==> src/rtl/vid_pkg.sv <==
// Shared types and register field positions for the video raster timing stage.
package vid_pkg;

  typedef enum logic [1:0] {
    PH_ACTIVE = 2'd0,
    PH_FRONT  = 2'd1,
    PH_SYNC   = 2'd2,
    PH_BACK   = 2'd3
  } phase_t;

  localparam int CR_ENABLE_BIT = 0;

  localparam int H1_ACTIVE_LSB = 0;
  localparam int H1_FRONT_LSB  = 16;
  localparam int H2_SYNC_LSB   = 0;
  localparam int H2_BACK_LSB   = 16;
  localparam int V1_ACTIVE_LSB = 0;
  localparam int V1_FRONT_LSB  = 16;
  localparam int V2_SYNC_LSB   = 0;
  localparam int V2_BACK_LSB   = 16;

  function automatic phase_t next_phase(input phase_t ph);
    case (ph)
      PH_ACTIVE: return PH_FRONT;
      PH_FRONT:  return PH_SYNC;
      PH_SYNC:   return PH_BACK;
      default:   return PH_ACTIVE;
    endcase
  endfunction

endpackage

==> src/rtl/vid_axis_counter.sv <==
// One raster axis: walks ACTIVE -> FRONT -> SYNC -> BACK, each phase lasting
// its programmed length (a length of 0 behaves as 1).
module vid_axis_counter
  import vid_pkg::*;
#(
  parameter int CW = 16
) (
  input  logic          clk_i,
  input  logic          rst_i,
  input  logic          clear_i,
  input  logic          advance_i,
  input  logic [CW-1:0] len_active_i,
  input  logic [CW-1:0] len_front_i,
  input  logic [CW-1:0] len_sync_i,
  input  logic [CW-1:0] len_back_i,
  output phase_t        phase_o,
  output logic [CW-1:0] count_o,
  output logic          last_o
);

  phase_t        phase_q, phase_d;
  logic [CW-1:0] count_q, count_d;
  logic [CW-1:0] len_sel, len_eff;
  logic          at_end;

  always_comb begin
    case (phase_q)
      PH_FRONT: len_sel = len_front_i;
      PH_SYNC:  len_sel = len_sync_i;
      PH_BACK:  len_sel = len_back_i;
      default:  len_sel = len_active_i;
    endcase
    len_eff = (len_sel == '0) ? CW'(1) : len_sel;
    at_end  = (count_q == len_eff - CW'(1));

    phase_d = phase_q;
    count_d = count_q;
    if (clear_i) begin
      phase_d = PH_ACTIVE;
      count_d = '0;
    end else if (advance_i) begin
      if (at_end) begin
        phase_d = next_phase(phase_q);
        count_d = '0;
      end else begin
        count_d = count_q + CW'(1);
      end
    end
  end

  always_ff @(posedge clk_i or posedge rst_i) begin
    if (rst_i) begin
      phase_q <= PH_ACTIVE;
      count_q <= '0;
    end else begin
      phase_q <= phase_d;
      count_q <= count_d;
    end
  end

  assign phase_o = phase_q;
  assign count_o = count_q;
  assign last_o  = (phase_q == PH_BACK) && at_end;

endmodule

==> src/rtl/vid_timing_gen.sv <==
// Raster timing and pixel output stage: generates sync/blank from shadowed
// timing fields and pops one FIFO word per active pixel.
module vid_timing_gen
  import vid_pkg::*;
#(
  parameter int CW    = 16,
  parameter int PIX_W = 24
) (
  input  logic             clk,
  input  logic             reset,
  input  logic [31:0]      cr,
  input  logic [31:0]      h1,
  input  logic [31:0]      h2,
  input  logic [31:0]      v1,
  input  logic [31:0]      v2,
  input  logic [PIX_W-1:0] fifo_data,
  input  logic             fifo_empty,
  output logic             fifo_rd,
  output logic             hsync,
  output logic             hblank,
  output logic             vsync,
  output logic             vblank,
  output logic [7:0]       R,
  output logic [7:0]       G,
  output logic [7:0]       B,
  output logic             frame_start,
  output logic             line_done,
  output logic             underrun
);

  logic          enable, en_q, rise, load, frame_end, active;
  logic [CW-1:0] live [8];
  logic [CW-1:0] shd_q [8];
  logic [CW-1:0] cur [8];
  logic [CW-1:0] ha_eff;
  phase_t        h_ph, v_ph;
  logic [CW-1:0] h_cnt, v_cnt;
  logic          h_last, v_last;
  logic          unused_cr;

  assign enable    = cr[CR_ENABLE_BIT];
  assign unused_cr = ^cr[31:1];
  assign rise      = enable & ~en_q;

  assign live[0] = h1[H1_ACTIVE_LSB +: CW];
  assign live[1] = h1[H1_FRONT_LSB  +: CW];
  assign live[2] = h2[H2_SYNC_LSB   +: CW];
  assign live[3] = h2[H2_BACK_LSB   +: CW];
  assign live[4] = v1[V1_ACTIVE_LSB +: CW];
  assign live[5] = v1[V1_FRONT_LSB  +: CW];
  assign live[6] = v2[V2_SYNC_LSB   +: CW];
  assign live[7] = v2[V2_BACK_LSB   +: CW];

  // On the enable cycle the shadows are still stale, so steer live values through.
  always_comb begin
    for (int i = 0; i < 8; i++) cur[i] = rise ? live[i] : shd_q[i];
  end

  assign frame_end = enable & h_last & v_last;
  assign load      = rise | frame_end;

  always_ff @(posedge clk or posedge reset) begin
    if (reset) begin
      en_q <= 1'b0;
      for (int i = 0; i < 8; i++) shd_q[i] <= '0;
    end else begin
      en_q <= enable;
      if (load) begin
        for (int i = 0; i < 8; i++) shd_q[i] <= live[i];
      end
    end
  end

  vid_axis_counter #(.CW(CW)) u_h (
    .clk_i(clk), .rst_i(reset), .clear_i(~enable), .advance_i(enable),
    .len_active_i(cur[0]), .len_front_i(cur[1]), .len_sync_i(cur[2]), .len_back_i(cur[3]),
    .phase_o(h_ph), .count_o(h_cnt), .last_o(h_last)
  );

  vid_axis_counter #(.CW(CW)) u_v (
    .clk_i(clk), .rst_i(reset), .clear_i(~enable), .advance_i(enable & h_last),
    .len_active_i(cur[4]), .len_front_i(cur[5]), .len_sync_i(cur[6]), .len_back_i(cur[7]),
    .phase_o(v_ph), .count_o(v_cnt), .last_o(v_last)
  );

  // FIFO handshake: show-ahead head word is valid while fifo_empty=0; fifo_rd
  // pops it at the next edge and is only raised on an active pixel with data.
  assign active  = enable && (h_ph == PH_ACTIVE) && (v_ph == PH_ACTIVE);
  assign fifo_rd = active & ~fifo_empty;
  assign ha_eff  = (cur[0] == '0) ? CW'(1) : cur[0];

  logic             hsync_q, hblank_q, vsync_q, vblank_q, fs_q, ld_q, und_q;
  logic             hsync_d, hblank_d, vsync_d, vblank_d, fs_d, ld_d, und_d;
  logic [PIX_W-1:0] rgb_q, rgb_d;

  always_comb begin
    hsync_d  = 1'b0;
    hblank_d = 1'b1;
    vsync_d  = 1'b0;
    vblank_d = 1'b1;
    rgb_d    = '0;
    fs_d     = 1'b0;
    ld_d     = 1'b0;
    und_d    = 1'b0;
    if (enable) begin
      hsync_d  = (h_ph == PH_SYNC);
      hblank_d = (h_ph != PH_ACTIVE);
      vsync_d  = (v_ph == PH_SYNC);
      vblank_d = (v_ph != PH_ACTIVE);
      if (active && !fifo_empty) rgb_d = fifo_data;
      fs_d  = (v_ph == PH_SYNC) && (v_cnt == '0) && (h_ph == PH_ACTIVE) && (h_cnt == '0);
      ld_d  = active && (h_cnt == ha_eff - CW'(1));
      und_d = und_q | (active & fifo_empty);
    end
  end

  always_ff @(posedge clk or posedge reset) begin
    if (reset) begin
      hsync_q  <= 1'b0;
      hblank_q <= 1'b1;
      vsync_q  <= 1'b0;
      vblank_q <= 1'b1;
      rgb_q    <= '0;
      fs_q     <= 1'b0;
      ld_q     <= 1'b0;
      und_q    <= 1'b0;
    end else begin
      hsync_q  <= hsync_d;
      hblank_q <= hblank_d;
      vsync_q  <= vsync_d;
      vblank_q <= vblank_d;
      rgb_q    <= rgb_d;
      fs_q     <= fs_d;
      ld_q     <= ld_d;
      und_q    <= und_d;
    end
  end

  assign hsync       = hsync_q;
  assign hblank      = hblank_q;
  assign vsync       = vsync_q;
  assign vblank      = vblank_q;
  assign R           = rgb_q[23:16];
  assign G           = rgb_q[15:8];
  assign B           = rgb_q[7:0];
  assign frame_start = fs_q;
  assign line_done   = ld_q;
  assign underrun    = und_q;

endmodule

==> config.mk <==
export PLATFORM = sky130hd
export DESIGN_NAME = vid_timing_gen
export DESIGN_NICKNAME = d
export VERILOG_FILES = /design/src/rtl/vid_pkg.sv /design/src/rtl/vid_axis_counter.sv /design/src/rtl/vid_timing_gen.sv
export SDC_FILE = /design/constraint.sdc
export NUM_CORES = 1
export LEC_CHECK = 0
export CAP_MARGIN = 40
export CORE_MARGIN = 1
export CORE_UTILIZATION = 30
export DETAILED_ROUTE_END_ITERATION = 16
export SLEW_MARGIN = 20
export SYNTH_ARGS = -nofsm -noshare
export SYNTH_HDL_FRONTEND = slang
export SYNTH_SLANG_ARGS = --single-unit
==> constraint.sdc <==
create_clock -name clk -period 6.5 [get_ports clk]
set_input_delay 1.3 -clock clk [delete_from_list [all_inputs] [get_ports clk]]
set_output_delay 1.3 -clock clk [all_outputs]
set_load 0.05 [all_outputs]
==> reports/metrics.cfg <==
[setup_path]
cp.arrival_ps = 6440
path_common_cell = buf_12
slowest_stage = clkdlybuf4s50_1
cp_max_fo = 20
startpoint_type = input port
end_kind = flip-flop
r2r_setup_slack_ps = 880
worstPathRequired_ps = 6850
cp_top_family = simple AND/OR/NAND/NOR gates
crit_chain = clkdlybuf4s50_1 -> nor2b_4 -> buf_4 -> mux2i_1 -> o2bb2ai_2 -> a21boi_0 -> ha_1 -> nand4_2 -> or4_1 -> a211o_1 -> nand3_1 -> and4_4 -> nand4_4 -> o31ai_4 -> buf_12 -> buf_12 -> mux2_1
crit_buf_inv = 4
r2r_start = u_h.phase_o[0]
rr_endpoint = shd_q[124]
critPathMaxStageDelay_ps = 640
worstSetupPathType = in -> reg
r2r_cells = 20

[yosys]
yosysMostFrequentCell = dfrtp_1
ys.flop_type = dfrtp_1
synth_edf_count = 0
synth.cell_area_sq_mm = 0.0127
async_reset_ff_share_pct = 100
synth.distinct_cells = 95
synth_area_leaders = dfrtp_1 (38%), mux2_4 (12%), a22oi_1 (3.2%)
ys_top_cells_by_count = dfrtp_1 (194), nand2_1 (102), mux2_4 (101), nand3_1 (63), nor2_1 (63)
synth-seq-cells = 196
yosysWarnings = 0
synthesis.instances = 1195
yosysTopAreaCell = dfrtp_1
avgSynthCellArea_sq_um = 10.7
yosysSeqAreaShare_pct = 38.5
yosysTopAreaCellShare_pct = 38.1
syn-num-nets = 1398

[finish]
antenna-diode-count = 0
fin_cells = 1941
fillers = 4117
multi_input_area_sq_mm = 0.00711
post-route-cell-area_sq_mm = 0.0160
drive_gt1_share_pct = 19.0
syn2layout_area_growth_pct = 25.3
seqCellArea_sq_mm = 0.00491
nets = 1594

[place]
hpwl_microns = 26500
gp_congestion = 0.869
dp_slack_ps = -102
place_area_sq_mm = 0.0155
portBuffers = 187
dp.cells = 1911

[cts]
cts_setup_buffers = 0
cts_num_sinks = 196
clk_latency_ps = 480
h-tree-depth = 4
cts_buffer_depth = 2
tritoncts = yes
cts-resized-gates = 0
cts_buffers = 17
clk_root_buffer_cell = clkbuf_16
cts_hold_buf = 0
path_clk_slew_ps = 70

[sta]
fmax_mhz = 164
hold_viol_final = 0
finalMaxSlewViolations = 0
fin_crit_ps = 6090
relSlewSlack_pct = 48.8
min_period_over_period_pct = 93.7
rsz0062_at_grt = false
final.setup.worst_slack_ps = 409
clock_skew_ps = 15.0
worstMarginPinSlew_ps = 768
setup-violations-final = 0

[global_route]
grt_max_degree = 113
grt_overflow = 0
antenna_found_initial = 1
grtUsageTotal_pct = 17.0
grt_pass1_vias = 10200
grt_first_pass_wirelength_microns = 57500

[floorplanning]
core_sq_mm = 0.0419
num_io_pins = 219
rows = 75
initial_core_util_pct = 30.4
dieWidth_microns = 208
fp.dieH_microns = 208
die_area_sq_mm = 0.0433

[pwr]
irDropWorstVdd_mv = 0.165
p_leak_nw = 6.49
total_power_w = 0.00345
power_density_mw_per_mm2 = 216

[route]
dr.pass1.iters = 5
routed_wl_microns = 35900
antenna_left = 0
viasPerCell = 5.17
drc = 0
drt_iter0_drc = 569
routedWlPerCell_microns = 18.5
vias = 10000

[min_path]
hp-start = shd_q[5]
holdPathEnd = shd_q[5]
hold_path_depth = 1
hold_class = reg -> reg

[run]
maxCapViolations = 0

[run_status]
outcome = finished, final reports clean

## cells in the final DEF, fill, tap and decap left out, types with 16 or more instances in the layout
cell type and instances:
nor4_1 17, a21oi_1 23, mux2_4 101, nand3_1 63
and2_1 34, xor2_1 18, clkdlybuf4s50_1 186, nor2_1 63
xnor2_1 43, mux2_1 34, a22oi_1 54, mux2i_1 37
clkbuf_16 17, o21ai_0 16, dfrtp_1 194, buf_4 71
inv_1 20, nand2_1 102, ha_1 16, o211ai_1 18
nand4b_1 18
## per-stage QoR
| step | util [%] | TNS (ps) | hold WS, ps |
|---|---|---|---|
| finish | 38.1 | 0 | 490 |
| global route | 38.1 | 0 | 511 |
| CTS | 38.1 | 0 | 493 |
| detailed placement | 36.9 | -7460 | 475 |
| global placement | 36.8 | -774 | 467 |
| floorplan | - | 0 | 458 |
## per-layer routing
| metal | GRT usage [%] | up-vias | share of wire (%) |
|---|---|---|---|
| li1 | - | 4789 | - |
| met1 | 22.0 | 4971 | 45 |
| met2 | 28.3 | 232 | 48 |
| met3 | 3.11 | 41 | 4.1 |
| met4 | 6.13 | 0 | 2.1 |
| met5 | 0 | - | 0 |
## logic make-up after synthesis
kind of cell	after synthesis	share of synthesized area (%)
compound gates	223	14.1
simple gates	401	17.2
fa+ha+maj	16	1.57
buf+inv	117	5.74
xor+xnor	61	4.19
flops	196	38.5
mux	181	18.7
## how the worst max path moves through the flow
stage | from | endpoint | slack (ps) | cells after the start
global route | cr[0] | shd_q[126] | 190 | 17
floorplan | cr[0] | shd_q[100] | 970 | 22
global placement | cr[0] | shd_q[84] | -30 | 17
detailed placement | cr[0] | shd_q[91] | -100 | 17
finish | cr[0] | shd_q[124] | 410 | 17
CTS | cr[0] | shd_q[124] | 440 | 17
## worst reg2reg max path, stage by stage, from the launching register on
cell	delay [ps]
dfrtp_1	420
inv_1	100
ha_1	150
buf_4	310
clkinv_1	580
o211ai_1	260
o2bb2a_2	270
nand4bb_1	200
nor3_1	90
a21boi_0	210
ha_1	270
nand4_2	210
or4_1	530
a211o_1	300
nand3_1	80
and4_4	250
nand4_4	140
o31ai_4	340
buf_12	240
buf_12	200
mux2_1	320
## layout make-up
cell class / count / share of cell area [%]
inverter: 23 / 0.564
clock buffer: 20 / 2.73
tap: 539 / 4.22
clock inverter: 10 / 0.486
sequential: 196 / 30.7
multi-input combinational: 882 / 44.5
timing repair buffer: 271 / 16.7
## state kept, by name, summed over array words and instances, names as in the netlist, 2 cells and up
register	count
u_v.phase_o	2
rgb_q	24
u_v.count_o	16
u_h.count_o	16
u_h.phase_o	2
shd_q	128
## report_power, final
part           internal (W)  switching (W)  leakage, nW
Clock              0.000490       0.000512        0.253
Combinational      0.000516       0.000479         3.82
Sequential          0.00135      0.0000941         2.42
No activity file was read; power rests on OpenSTA's default activity.
